**config.mk**
```make
export PLATFORM = sky130hd
export DESIGN_NAME = nrisc_control_fsm_flat
export DESIGN_NICKNAME = d
export VERILOG_FILES = /design/src/rtl/nrisc_pkg.sv /design/src/rtl/nrisc_control_fsm_if.sv /design/src/rtl/nrisc_op_decode.sv /design/src/rtl/nrisc_control_fsm.sv /design/src/flat_wrapper.sv
export SDC_FILE = /design/constraint.sdc
export NUM_CORES = 1
export LEC_CHECK = 0
export ABC_CLOCK_PERIOD_IN_PS = 3900
export BUFFER_PORTS_ARGS = -buffer_cell sky130_fd_sc_hd__clkbuf_2
export CAP_MARGIN = 40
export CORE_MARGIN = 2
export CORE_UTILIZATION = 30
export DETAILED_ROUTE_END_ITERATION = 10
export SYNTH_ARGS = -nofsm -noshare
export SYNTH_HDL_FRONTEND = slang
export SYNTH_HIERARCHICAL = 1
export SYNTH_SLANG_ARGS = --single-unit
```
**constraint.sdc**
```tcl
create_clock -name clk -period 3.9 [get_ports clk]
set_input_delay 0.195 -clock clk [delete_from_list [all_inputs] [get_ports clk]]
set_output_delay 0.195 -clock clk [all_outputs]
set_load 0.005 [all_outputs]
```
**src/rtl/nrisc_pkg.sv**
```systemverilog
// nrisc_pkg: shared definitions for the nRISC multicycle control unit.
//   - opcode encodings (IR[7:4])
//   - ULA_Control codes, pc_src and wb_src encodings
//   - FSM state enum and decoded instruction class
package nrisc_pkg;

    localparam logic [3:0] OP_ADD  = 4'b0000;
    localparam logic [3:0] OP_SUB  = 4'b0001;
    localparam logic [3:0] OP_SLT  = 4'b0010;
    localparam logic [3:0] OP_NOT  = 4'b0011;
    localparam logic [3:0] OP_LW   = 4'b0100;
    localparam logic [3:0] OP_SW   = 4'b0101;
    localparam logic [3:0] OP_BC   = 4'b0110;
    localparam logic [3:0] OP_J    = 4'b0111;
    localparam logic [3:0] OP_LI   = 4'b1000;
    localparam logic [3:0] OP_HALT = 4'b1111;

    localparam logic [1:0] ULA_ADD = 2'b00;
    localparam logic [1:0] ULA_SUB = 2'b01;
    localparam logic [1:0] ULA_SLT = 2'b10;
    localparam logic [1:0] ULA_NOT = 2'b11;

    localparam logic [1:0] PC_NEXT   = 2'b00;
    localparam logic [1:0] PC_BRANCH = 2'b01;
    localparam logic [1:0] PC_JUMP   = 2'b10;

    localparam logic [1:0] WB_ALU = 2'b00;
    localparam logic [1:0] WB_MEM = 2'b01;
    localparam logic [1:0] WB_IMM = 2'b10;

    typedef enum logic [3:0] {
        S_FETCH, S_DECODE, S_EXEC, S_ALU_WB, S_MEM, S_LW_WB,
        S_BRANCH, S_JUMP, S_LI_WB, S_HALT, S_NOP, S_TRAP
    } state_e;

    typedef enum logic [2:0] {
        CL_ALU, CL_MEM, CL_BC, CL_J, CL_LI, CL_HALT, CL_ILL
    } iclass_e;

    typedef struct packed {
        iclass_e    cls;
        logic [1:0] ula;
    } dec_t;

endpackage

```
**src/rtl/nrisc_control_fsm_if.sv**
```systemverilog
// nrisc_control_fsm_if: control-unit <-> datapath/memory signal bundle.
//   master: the control FSM (drives enables, ULA_Control, flags)
//   slave : datapath side (drives opcode, ALU COND, memory ready)
interface nrisc_control_fsm_if #(parameter int OPCODE_W = 4);
    logic [OPCODE_W-1:0] opcode;
    logic                cond_in;
    logic                mem_ready;
    logic [1:0]          ula_control;
    logic                ula_src_b;
    logic                ir_write;
    logic                pc_write;
    logic [1:0]          pc_src;
    logic                reg_write;
    logic [1:0]          wb_src;
    logic                mem_read;
    logic                mem_write;
    logic                cond_flag;
    logic                halted;
    logic                illegal;

    modport master (
        input  opcode, cond_in, mem_ready,
        output ula_control, ula_src_b, ir_write, pc_write, pc_src, reg_write,
               wb_src, mem_read, mem_write, cond_flag, halted, illegal
    );

    modport slave (
        output opcode, cond_in, mem_ready,
        input  ula_control, ula_src_b, ir_write, pc_write, pc_src, reg_write,
               wb_src, mem_read, mem_write, cond_flag, halted, illegal
    );
endinterface

```
**src/rtl/nrisc_op_decode.sv**
```systemverilog
// nrisc_op_decode: combinational opcode classifier.
//   opcode : IR[7:4]
//   dec    : instruction class + ULA_Control (low two opcode bits)
module nrisc_op_decode
    import nrisc_pkg::*;
#(
    parameter int OPCODE_W = 4
) (
    input  logic [OPCODE_W-1:0] opcode,
    output dec_t                dec
);

    always_comb begin
        dec.cls = CL_ILL;
        dec.ula = opcode[1:0];
        case (opcode)
            OP_ADD, OP_SUB, OP_SLT, OP_NOT: dec.cls = CL_ALU;
            OP_LW, OP_SW:                   dec.cls = CL_MEM;
            OP_BC:                          dec.cls = CL_BC;
            OP_J:                           dec.cls = CL_J;
            OP_LI:                          dec.cls = CL_LI;
            OP_HALT:                        dec.cls = CL_HALT;
            default:                        dec.cls = CL_ILL;
        endcase
    end

endmodule

```
**src/rtl/nrisc_control_fsm.sv**
```systemverilog
// nrisc_control_fsm: multicycle control unit for the 8-bit nRISC core.
//   clk, rst_n : rising-edge clock, asynchronous active-low reset
//   bus        : nrisc_control_fsm_if.master (opcode/cond_in/mem_ready in,
//                ALU control, datapath enables, cond_flag, halted, illegal out)
// Build option: NRISC_ILLEGAL_TRAP_EN -- undefined opcodes trap to a halted
// state with illegal=1; otherwise they retire as a NOP (PC+1).
module nrisc_control_fsm
    import nrisc_pkg::*;
#(
    parameter int         OPCODE_W     = 4,
    parameter logic [1:0] RESET_PC_SRC = 2'b00
) (
    input  logic                clk,
    input  logic                rst_n,
    nrisc_control_fsm_if.master bus
);

    state_e state, state_nx;
    dec_t   dec;
    logic   cond_q;
    logic   is_slt;

    nrisc_op_decode #(.OPCODE_W(OPCODE_W)) u_dec (
        .opcode (bus.opcode),
        .dec    (dec)
    );

    assign is_slt = (dec.cls == CL_ALU) && (dec.ula == ULA_SLT);

    // State register and the SLT flag; the flag only moves on SLT in EXEC.
    always_ff @(posedge clk or negedge rst_n) begin
        if (!rst_n) begin
            state  <= S_FETCH;
            cond_q <= 1'b0;
        end else begin
            state <= state_nx;
            if (state == S_EXEC && is_slt)
                cond_q <= bus.cond_in;
        end
    end

    always_comb begin
        state_nx = state;
        case (state)
            S_FETCH:  if (bus.mem_ready) state_nx = S_DECODE;
            S_DECODE: begin
                case (dec.cls)
                    CL_ALU:  state_nx = S_EXEC;
                    CL_MEM:  state_nx = S_MEM;
                    CL_BC:   state_nx = S_BRANCH;
                    CL_J:    state_nx = S_JUMP;
                    CL_LI:   state_nx = S_LI_WB;
                    CL_HALT: state_nx = S_HALT;
`ifdef NRISC_ILLEGAL_TRAP_EN
                    default: state_nx = S_TRAP;
`else
                    default: state_nx = S_NOP;
`endif
                endcase
            end
            S_EXEC:   state_nx = is_slt ? S_FETCH : S_ALU_WB;
            S_MEM: begin
                if (bus.mem_ready)
                    state_nx = (bus.opcode == OP_LW) ? S_LW_WB : S_FETCH;
            end
            S_ALU_WB, S_LW_WB, S_BRANCH, S_JUMP, S_LI_WB, S_NOP:
                      state_nx = S_FETCH;
            S_HALT, S_TRAP: state_nx = state;
            default:  state_nx = S_FETCH;
        endcase
    end

    always_comb begin
        bus.ula_control = ULA_ADD;
        bus.ula_src_b   = 1'b0;
        bus.ir_write    = 1'b0;
        bus.pc_write    = 1'b0;
        bus.pc_src      = RESET_PC_SRC;
        bus.reg_write   = 1'b0;
        bus.wb_src      = WB_ALU;
        bus.mem_read    = 1'b0;
        bus.mem_write   = 1'b0;
        bus.halted      = 1'b0;
        bus.illegal     = 1'b0;
        case (state)
            S_FETCH: begin
                bus.mem_read = 1'b1;
                // Gated so an IR load cannot sneak through while reset is held.
                bus.ir_write = bus.mem_ready && rst_n;
            end
            S_EXEC: begin
                bus.ula_control = dec.ula;
                if (is_slt) begin
                    bus.pc_write = 1'b1;
                    bus.pc_src   = PC_NEXT;
                end
            end
            S_ALU_WB: begin
                bus.ula_control = dec.ula;
                bus.reg_write   = 1'b1;
                bus.wb_src      = WB_ALU;
                bus.pc_write    = 1'b1;
                bus.pc_src      = PC_NEXT;
            end
            S_MEM: begin
                bus.ula_src_b = 1'b1;
                if (bus.opcode == OP_LW) begin
                    bus.mem_read = 1'b1;
                end else begin
                    bus.mem_write = 1'b1;
                    if (bus.mem_ready) begin
                        bus.pc_write = 1'b1;
                        bus.pc_src   = PC_NEXT;
                    end
                end
            end
            S_LW_WB, S_LI_WB: begin
                bus.reg_write = 1'b1;
                bus.wb_src    = (state == S_LW_WB) ? WB_MEM : WB_IMM;
                bus.pc_write  = 1'b1;
                bus.pc_src    = PC_NEXT;
            end
            S_BRANCH: begin
                bus.pc_write = 1'b1;
                bus.pc_src   = cond_q ? PC_BRANCH : PC_NEXT;
            end
            S_JUMP: begin
                bus.pc_write = 1'b1;
                bus.pc_src   = PC_JUMP;
            end
            S_NOP: begin
                bus.pc_write = 1'b1;
                bus.pc_src   = PC_NEXT;
            end
            S_HALT: bus.halted = 1'b1;
            S_TRAP: begin
                bus.halted  = 1'b1;
                bus.illegal = 1'b1;
            end
            default: ;
        endcase
    end

    assign bus.cond_flag = cond_q;

endmodule

```
**src/flat_wrapper.sv**
```systemverilog
// flat-port wrapper written by rule: the top's interface ports become plain ports
module nrisc_control_fsm_flat import nrisc_pkg::*;
#(
    parameter int         OPCODE_W     = 4,
    parameter logic [1:0] RESET_PC_SRC = 2'b00
)
  (clk, rst_n, bus_opcode, bus_cond_in, bus_mem_ready, bus_ula_control, bus_ula_src_b, bus_ir_write, bus_pc_write, bus_pc_src, bus_reg_write, bus_wb_src, bus_mem_read, bus_mem_write, bus_cond_flag, bus_halted, bus_illegal);
  nrisc_control_fsm_if #(.OPCODE_W(OPCODE_W)) bus_i ();
  input  logic clk;
  input  logic rst_n;
  input wire logic [$bits(bus_i.opcode)-1:0] bus_opcode;
  input wire logic [$bits(bus_i.cond_in)-1:0] bus_cond_in;
  input wire logic [$bits(bus_i.mem_ready)-1:0] bus_mem_ready;
  output wire logic [$bits(bus_i.ula_control)-1:0] bus_ula_control;
  output wire logic [$bits(bus_i.ula_src_b)-1:0] bus_ula_src_b;
  output wire logic [$bits(bus_i.ir_write)-1:0] bus_ir_write;
  output wire logic [$bits(bus_i.pc_write)-1:0] bus_pc_write;
  output wire logic [$bits(bus_i.pc_src)-1:0] bus_pc_src;
  output wire logic [$bits(bus_i.reg_write)-1:0] bus_reg_write;
  output wire logic [$bits(bus_i.wb_src)-1:0] bus_wb_src;
  output wire logic [$bits(bus_i.mem_read)-1:0] bus_mem_read;
  output wire logic [$bits(bus_i.mem_write)-1:0] bus_mem_write;
  output wire logic [$bits(bus_i.cond_flag)-1:0] bus_cond_flag;
  output wire logic [$bits(bus_i.halted)-1:0] bus_halted;
  output wire logic [$bits(bus_i.illegal)-1:0] bus_illegal;
  assign bus_i.opcode = bus_opcode;
  assign bus_i.cond_in = bus_cond_in;
  assign bus_i.mem_ready = bus_mem_ready;
  assign bus_ula_control = bus_i.ula_control;
  assign bus_ula_src_b = bus_i.ula_src_b;
  assign bus_ir_write = bus_i.ir_write;
  assign bus_pc_write = bus_i.pc_write;
  assign bus_pc_src = bus_i.pc_src;
  assign bus_reg_write = bus_i.reg_write;
  assign bus_wb_src = bus_i.wb_src;
  assign bus_mem_read = bus_i.mem_read;
  assign bus_mem_write = bus_i.mem_write;
  assign bus_cond_flag = bus_i.cond_flag;
  assign bus_halted = bus_i.halted;
  assign bus_illegal = bus_i.illegal;
  nrisc_control_fsm #(.OPCODE_W(OPCODE_W), .RESET_PC_SRC(RESET_PC_SRC)) u_core (.clk(clk), .rst_n(rst_n), .bus(bus_i));
endmodule
```
==> flow_summary.ini, run 1 <==
[run_status]
status = complete, no violations

[clock_tree]
cts_setup_buffers = 0
cts_buffer_depth = 2
cts_tree = yes
clk_latency_ns = 0.24
cts_hold_buffers = 1
htree_levels = 1
cts_resized = 0
cts.sinks = 5
numCtsBuffers = 3
clk_pin_slew_ns = 0.04
cts-root-buf = clkbuf_4

[final_layout]
final_common_cell = clkbuf_2
final_cell_mix = 22 x clkbuf_2, 11 x nor2_1, 5 x nand2_1, 5 x dfrtp_1
post-route-util_pct = 38.6
drive_above_1_share_pct = 37.1
nFillCells = 181
instances_no_fill = 106
antennaDiodeCount = 0
nets = 98
syn_to_final_growth_pct = 24.3
fin_area_um2 = 652

[detailed_routing]
post_drt_via_cell_ratio = 5.00
drt_first_pass_iters = 4
drt_iter0_drc = 13
wl_per_cell_um = 11.6
ant_nets = 0
drc = 0
via_count = 530
wirelength_mm = 1.23

[floorplanning]
dieArea_um2 = 2100
initial_core_util_pct = 31.0
die_x_um = 45.8
core_um2 = 1690
core.rowCount = 15
ios = 23
fp.dieH_um = 45.8

[timing]
hold_violations = 0
slew_viol_final = 0
relSlewSlack_pct = 76.0
rsz0062_at_grt = false
skew_ns = 0.00401
worstMarginPinSlew_ns = 0.361
period_share_pct = 44.9
max_freq_mhz = 570
fin_setup_tns_ns = 0
finalSetupViolations = 0
min_period_ns = 1.75

[critical_path]
r2r-start = u_core/state[3]$_DFFE_PN0P_
timing.critical_path.arrival_ns = 1.56
reg2regPathDepth = 3
required_ns = 3.70
critPathCaptureType = output pin
cp_top_family = simple AND/OR/NAND/NOR gates
rr_endpoint = u_core/bus.cond_flag$_DFFE_PN0P_
worstSetupPathType = in2out
cp_cell_sequence = clkbuf_2 > o21a_1 > o221a_1 > nor2_1 > and3_1 > nor4_1 > nor3_1 > clkbuf_2
crit_slowest_cell = o221a_1
crit_buf_inv = 2
crit_fanout = 7
worst_path_largest_cell_delay_ns = 0.27
cp_common_cell = clkbuf_2
cp-start-kind = primary input
ff2ff_setup_slack_ns = 2.45

[synth]
yosysWarnings = 6
synth.area.mux_share_pct = 2.15
syn_inst = 69
async_flop_share_pct = 100
synthSimpleGateAreaFrac_pct = 36.8
synth-main-ff-cell = dfrtp_1
synth_compound_area_share_pct = 24.8
synth.cell_area_um2 = 524
synth_xor_area_share_pct = 3.34
yosysUniqueCellTypes = 34
synth_top_family_by_area = simple AND/OR/NAND/NOR gates
syn_nets = 77
ys_seq_area_share_pct = 23.9
avgSynthCellArea_um2 = 7.60
synth_edf_count = 0
ys_seq_elements = 5
yosys.area_share.adder_pct = 0

[placement]
gp_congestion = 0.772
hpwl_um = 964
placed_cell_area_um2 = 616
dp.cells = 101
io_buffers = 22

[grt]
antenna_found_initial = 0
overflow = 0
first_global_vias = 450
grt_max_degree = 13
grt.total_usage_pct = 12.0
grt_first_pass_wirelength_mm = 1.77

[worst_hold_path]
min_from = bus_cond_in
min_to = u_core/bus.cond_flag$_DFFE_PN0P_
hold_path_depth = 2
hold_path_class = in2reg

[power]
power_density_nw_per_um2 = 592
ir_worst_vdd_uv = 203
p_leak_nw = 0.331

[flow_run]
drv_cap = 0
power by group:
group | total (W) | switching, W | internal (W)
registers | 0.000121 | 0.0000489 | 0.0000720
clock network | 0.0000590 | 0.0000204 | 0.0000386
logic | 0.000206 | 0.000101 | 0.000105
cells by family (layout without fill, tap and decap cells):
logic type                after synthesis  after routing
DFF                                     5              5
xor gates and xnor gates                2              2
and+or+nand+nor                        35             35
AOI/OAI and AO/OA                      17             17
muxes                                   1              1
buffers and inverters                   9             29
flip-flops by register name, summed over array words and instances, names as in the netlist:
| register | count |
|---|---|
| u_core/bus.cond_flag | 1 |
| u_core/state | 4 |
synthesized netlist by cell type, drive strengths merged (2+ instances only):
cell    instances  area, um^2
nor2           11        41.3
buf             5        32.5
dfrtp           5         125
nand2           5        18.8
a21oi           3        15.0
and3            3        18.8
nor3            3        15.0
o21ai           3        15.0
or2             3        18.8
a31o            2        17.5
and4b           2        20.0
clkbuf          2        7.51
inv             2        7.51
nor2b           2        12.5
xor2            2        17.5
worst register-to-register path: cells and delay by family (launching register included):
kind	cells	cell delay, ns
flip-flops	1	0.50
AND/OR/NAND/NOR	2	0.50
multiplexers	1	0.32
worst max-delay path by stage:
stage | startpoint | to | slack, ns | cells after the start
3_3_place_gp | bus_opcode[1] | u_core/bus.cond_flag$_DFFE_PN0P_ | 2.12 | 7
4_1_cts | u_core/state[1]$_DFFE_PN0P_ | bus_reg_write | 2.14 | 4
5_1_grt | u_core/state[1]$_DFFE_PN0P_ | bus_reg_write | 2.04 | 4
6_report | bus_opcode[1] | bus_pc_write | 2.15 | 8
3_5_place_dp | bus_opcode[1] | u_core/bus.cond_flag$_DFFE_PN0P_ | 2.06 | 7
2_1_floorplan | bus_opcode[1] | u_core/bus.cond_flag$_DFFE_PN0P_ | 2.32 | 6
per-stage QoR:
| step | hold WS, ns | setup slack [ns] | power [W] |
|---|---|---|---|
| after floorplan | -0.101 | 2.32 | 0.000260 |
| after global placement | 0.0212 | 2.12 | 0.000325 |
| after detailed placement | 0.0242 | 2.06 | 0.000327 |
| after CTS | 0.181 | 2.14 | 0.000390 |
| after global routing | 0.186 | 2.04 | 0.000420 |
| final | 0.188 | 2.15 | 0.000386 |
area by class of cell:
| type | instances | area (um^2) | area share [%] |
|---|---|---|---|
| well taps | 17 | 21.3 | 3.26 |
| clock buffers | 4 | 26.3 | 4.03 |
| repair buffers | 23 | 120 | 18.4 |
| inverters | 2 | 7.51 | 1.15 |
| multi-input cells | 55 | 352 | 53.9 |
| flip-flops and latches | 5 | 125 | 19.2 |
layer usage:
layer	GRT usage, %	vias to the layer above	share of wire, %	wire length (um)
met2	21.7	15	49	607
met4	8.57	0	0	0
met1	12.6	233	47	578
met5	0	-	0	0
li1	-	282	-	-
met3	1.19	0	3.4	42
No activity file was read; power rests on OpenSTA's default activity.
==> run 2: changes to the inputs <==
--- a/config.mk
+++ b/config.mk
@@ -5,7 +5,8 @@
 export SDC_FILE = /design/constraint.sdc
 export NUM_CORES = 1
 export LEC_CHECK = 0
-export ABC_CLOCK_PERIOD_IN_PS = 3900
+export ABC_AREA = 1
+export ABC_CLOCK_PERIOD_IN_PS = 1560
 export BUFFER_PORTS_ARGS = -buffer_cell sky130_fd_sc_hd__clkbuf_2
 export CAP_MARGIN = 40
 export CORE_MARGIN = 2
==> constraint.sdc (replaced) <==
create_clock -name clk -period 1.56 [get_ports clk]
set_input_delay 0.078 -clock clk [delete_from_list [all_inputs] [get_ports clk]]
set_output_delay 0.078 -clock clk [all_outputs]
set_load 0.005 [all_outputs]
==> flow_summary.ini, run 2 <==
[timing]
setup_slack_ns = 0.102
hold_violations = 0
period_share_pct = 93.4
worstMarginPinSlew_ns = 0.306
skew_ns = 0.00116
slew_viol_final = 0
finalSetupViolations = 0
whs_ns = 0.0787
max_freq_mhz = 686
min_period_ns = 1.46
relSlewSlack_pct = 79.4

[critical_path]
timing.critical_path.arrival_ns = 1.38
required_ns = 1.48
critPathCaptureType = output pin
worstSetupPathType = reg2out
crit_fanout = 7
cp-start-kind = flip-flop

[synth]
ys_seq_area_share_pct = 23.1
synth.cell_area_um2 = 541
avgSynthCellArea_um2 = 5.81
syn_nets = 101
yosysTopAreaCell = dfrtp_1
synth_edf_count = 0
synth-main-ff-cell = dfrtp_1
ys_seq_elements = 5
yosysUniqueCellTypes = 20
syn_inst = 93
yosysWarnings = 6
synth.most_common_cell = nand2_1
ys_top_cells_by_area = dfrtp_1 23%, nand2_1 16%, inv_1 13%
async_flop_share_pct = 100
synth_top_area_share_pct = 23.1
synthTopCellsByCount = 23 x nand2_1, 18 x inv_1, 13 x nor2_1

[final_layout]
nets = 126
final_common_cell = nand2_1
syn_to_final_growth_pct = 32.2
instances_no_fill = 142
largest_register = u_core/state
antennaDiodeCount = 0
drive_above_1_share_pct = 31.6
final_cell_mix = 23 x nand2_1, 22 x clkbuf_2, 17 x inv_1
largest_reg_flops = 4

[floorplanning]
ios = 23
fp.dieH_um = 46.4
die_x_um = 46.4
dieArea_um2 = 2160
initial_core_util_pct = 31.6
core_um2 = 1710
core.rowCount = 15

[grt]
overflow = 0
grt_max_degree = 8
grtUsageMet1_pct = 18.2
use_met3_pct = 2.35
grt_busiest_layer = met2
antenna_found_initial = 0
use_met2_pct = 20.8
grt.total_usage_pct = 13.4
first_global_vias = 520
grt_first_pass_wirelength_mm = 2.10

[detailed_routing]
via_count = 639
drc = 0
wl_per_cell_um = 9.63
post_drt_via_cell_ratio = 4.50
drt_iter0_drc = 15
ant_nets = 0
wirelength_mm = 1.37
drt_first_pass_iters = 4

[clock_tree]
cts.sinks = 5
cts-root-buf = clkbuf_4
clk_latency_ns = 0.24
htree_levels = 1
cts_buffer_depth = 2
cts_tree = yes
cts_setup_buffers = 0
clk_pin_slew_ns = 0.05
numCtsBuffers = 3

[placement]
gp_congestion = 0.840
hpwl_mm = 1.09
dp.cells = 137
preCtsSetupSlack_ns = 0.166
io_buffers = 22

[power]
ir_worst_vdd_uv = 344
power_density_nw_per_um2 = 462
p_leak_nw = 0.450

[worst_hold_path]
hold_path_class = in2reg

[run_status]
status = complete, no violations

[flow_run]
drv_cap = 0
==> run 2: cell count changes in the layout (fill, tap and decap cells not counted), moves of 5 or more <==
cell / before / now
inv_1: 2 / 17
nand2_1: 5 / 23
nand3_1: 1 / 7
o21ai_0: 1 / 6
==> run 2: cell families after synthesis <==
kind of cell	after synthesis	share of synthesized area, %
flip-flops	5	23.1
XOR/XNOR	1	1.62
AND/OR/NAND/NOR	56	48.4
AO/OA/AOI/OAI	9	9.49
buffers and inverters	22	17.4
==> run 2: critical path: stages (launching register included) <==
cell,delay (ns)
dfrtp_2,0.44
inv_2,0.13
nand2_4,0.09
nor3_2,0.21
nand2_1,0.07
nand3b_1,0.08
clkbuf_2,0.11
==> run 2: layout make-up <==
type	instances	area, um^2
inverters	19	71.3
flip-flops and latches	5	126
multi-input cells	66	339
well taps	25	31.3
fillers	202	993
repair buffers	23	120
clock buffers	4	26.3
==> run 2: power by group <==
part | switching [W] | internal [W]
registers | 0.000000309 | 0.000131
clock network | 0.0000559 | 0.0000969
logic | 0.0000282 | 0.0000180
==> run 2: stage by stage <==
step | cell area (um^2) | power, W | utilization [%] | TNS [ns]
3_5_place_dp | 659 | 0.000177 | 38.6 | 0
2_1_floorplan | 541 | 0.000161 | - | 0
4_1_cts | 701 | 0.000335 | 41.0 | 0
6_report | 714 | 0.000330 | 41.8 | 0
3_3_place_gp | 659 | 0.000176 | 38.6 | 0
5_1_grt | 714 | 0.000346 | 41.8 | -0.00103
==> run 2: repair_timing <==
action / in CTS / in global routing
hold endpoints to repair: 5 / 0
resized for setup: 1 / 5
hold buffers: 1 / 0
endpoints found under the setup margin: 1 / 1
pin swaps: 0 / 1
==> run 2: metal layers <==
layer,share of wire (%),wire [um],vias to the layer above
met2,47,640,19
met4,0,0,0
met1,49,669,284
met5,0,0,-
met3,4.1,56,0
li1,-,-,336
==> run 2: path summary, 6_finish.rpt <==
path	startpoint	end	slack (ns)	cells after the start
worst max-delay path	u_core/state[1]$_DFFE_PN0P_	bus_pc_write	0.10	6
min in group asynchronous	rst_n	u_core/state[2]$_DFFE_PN0P_	0.20	2
worst min-delay path	bus_cond_in	u_core/bus.cond_flag$_DFFE_PN0P_	0.08	3
worst max register to register	u_core/state[2]$_DFFE_PN0P_	u_core/state[0]$_DFFE_PN0P_	0.27	6
max in group asynchronous	rst_n	u_core/state[1]$_DFFE_PN0P_	1.20	2
worst min register to register	u_core/bus.cond_flag$_DFFE_PN0P_	u_core/bus.cond_flag$_DFFE_PN0P_	0.60	2
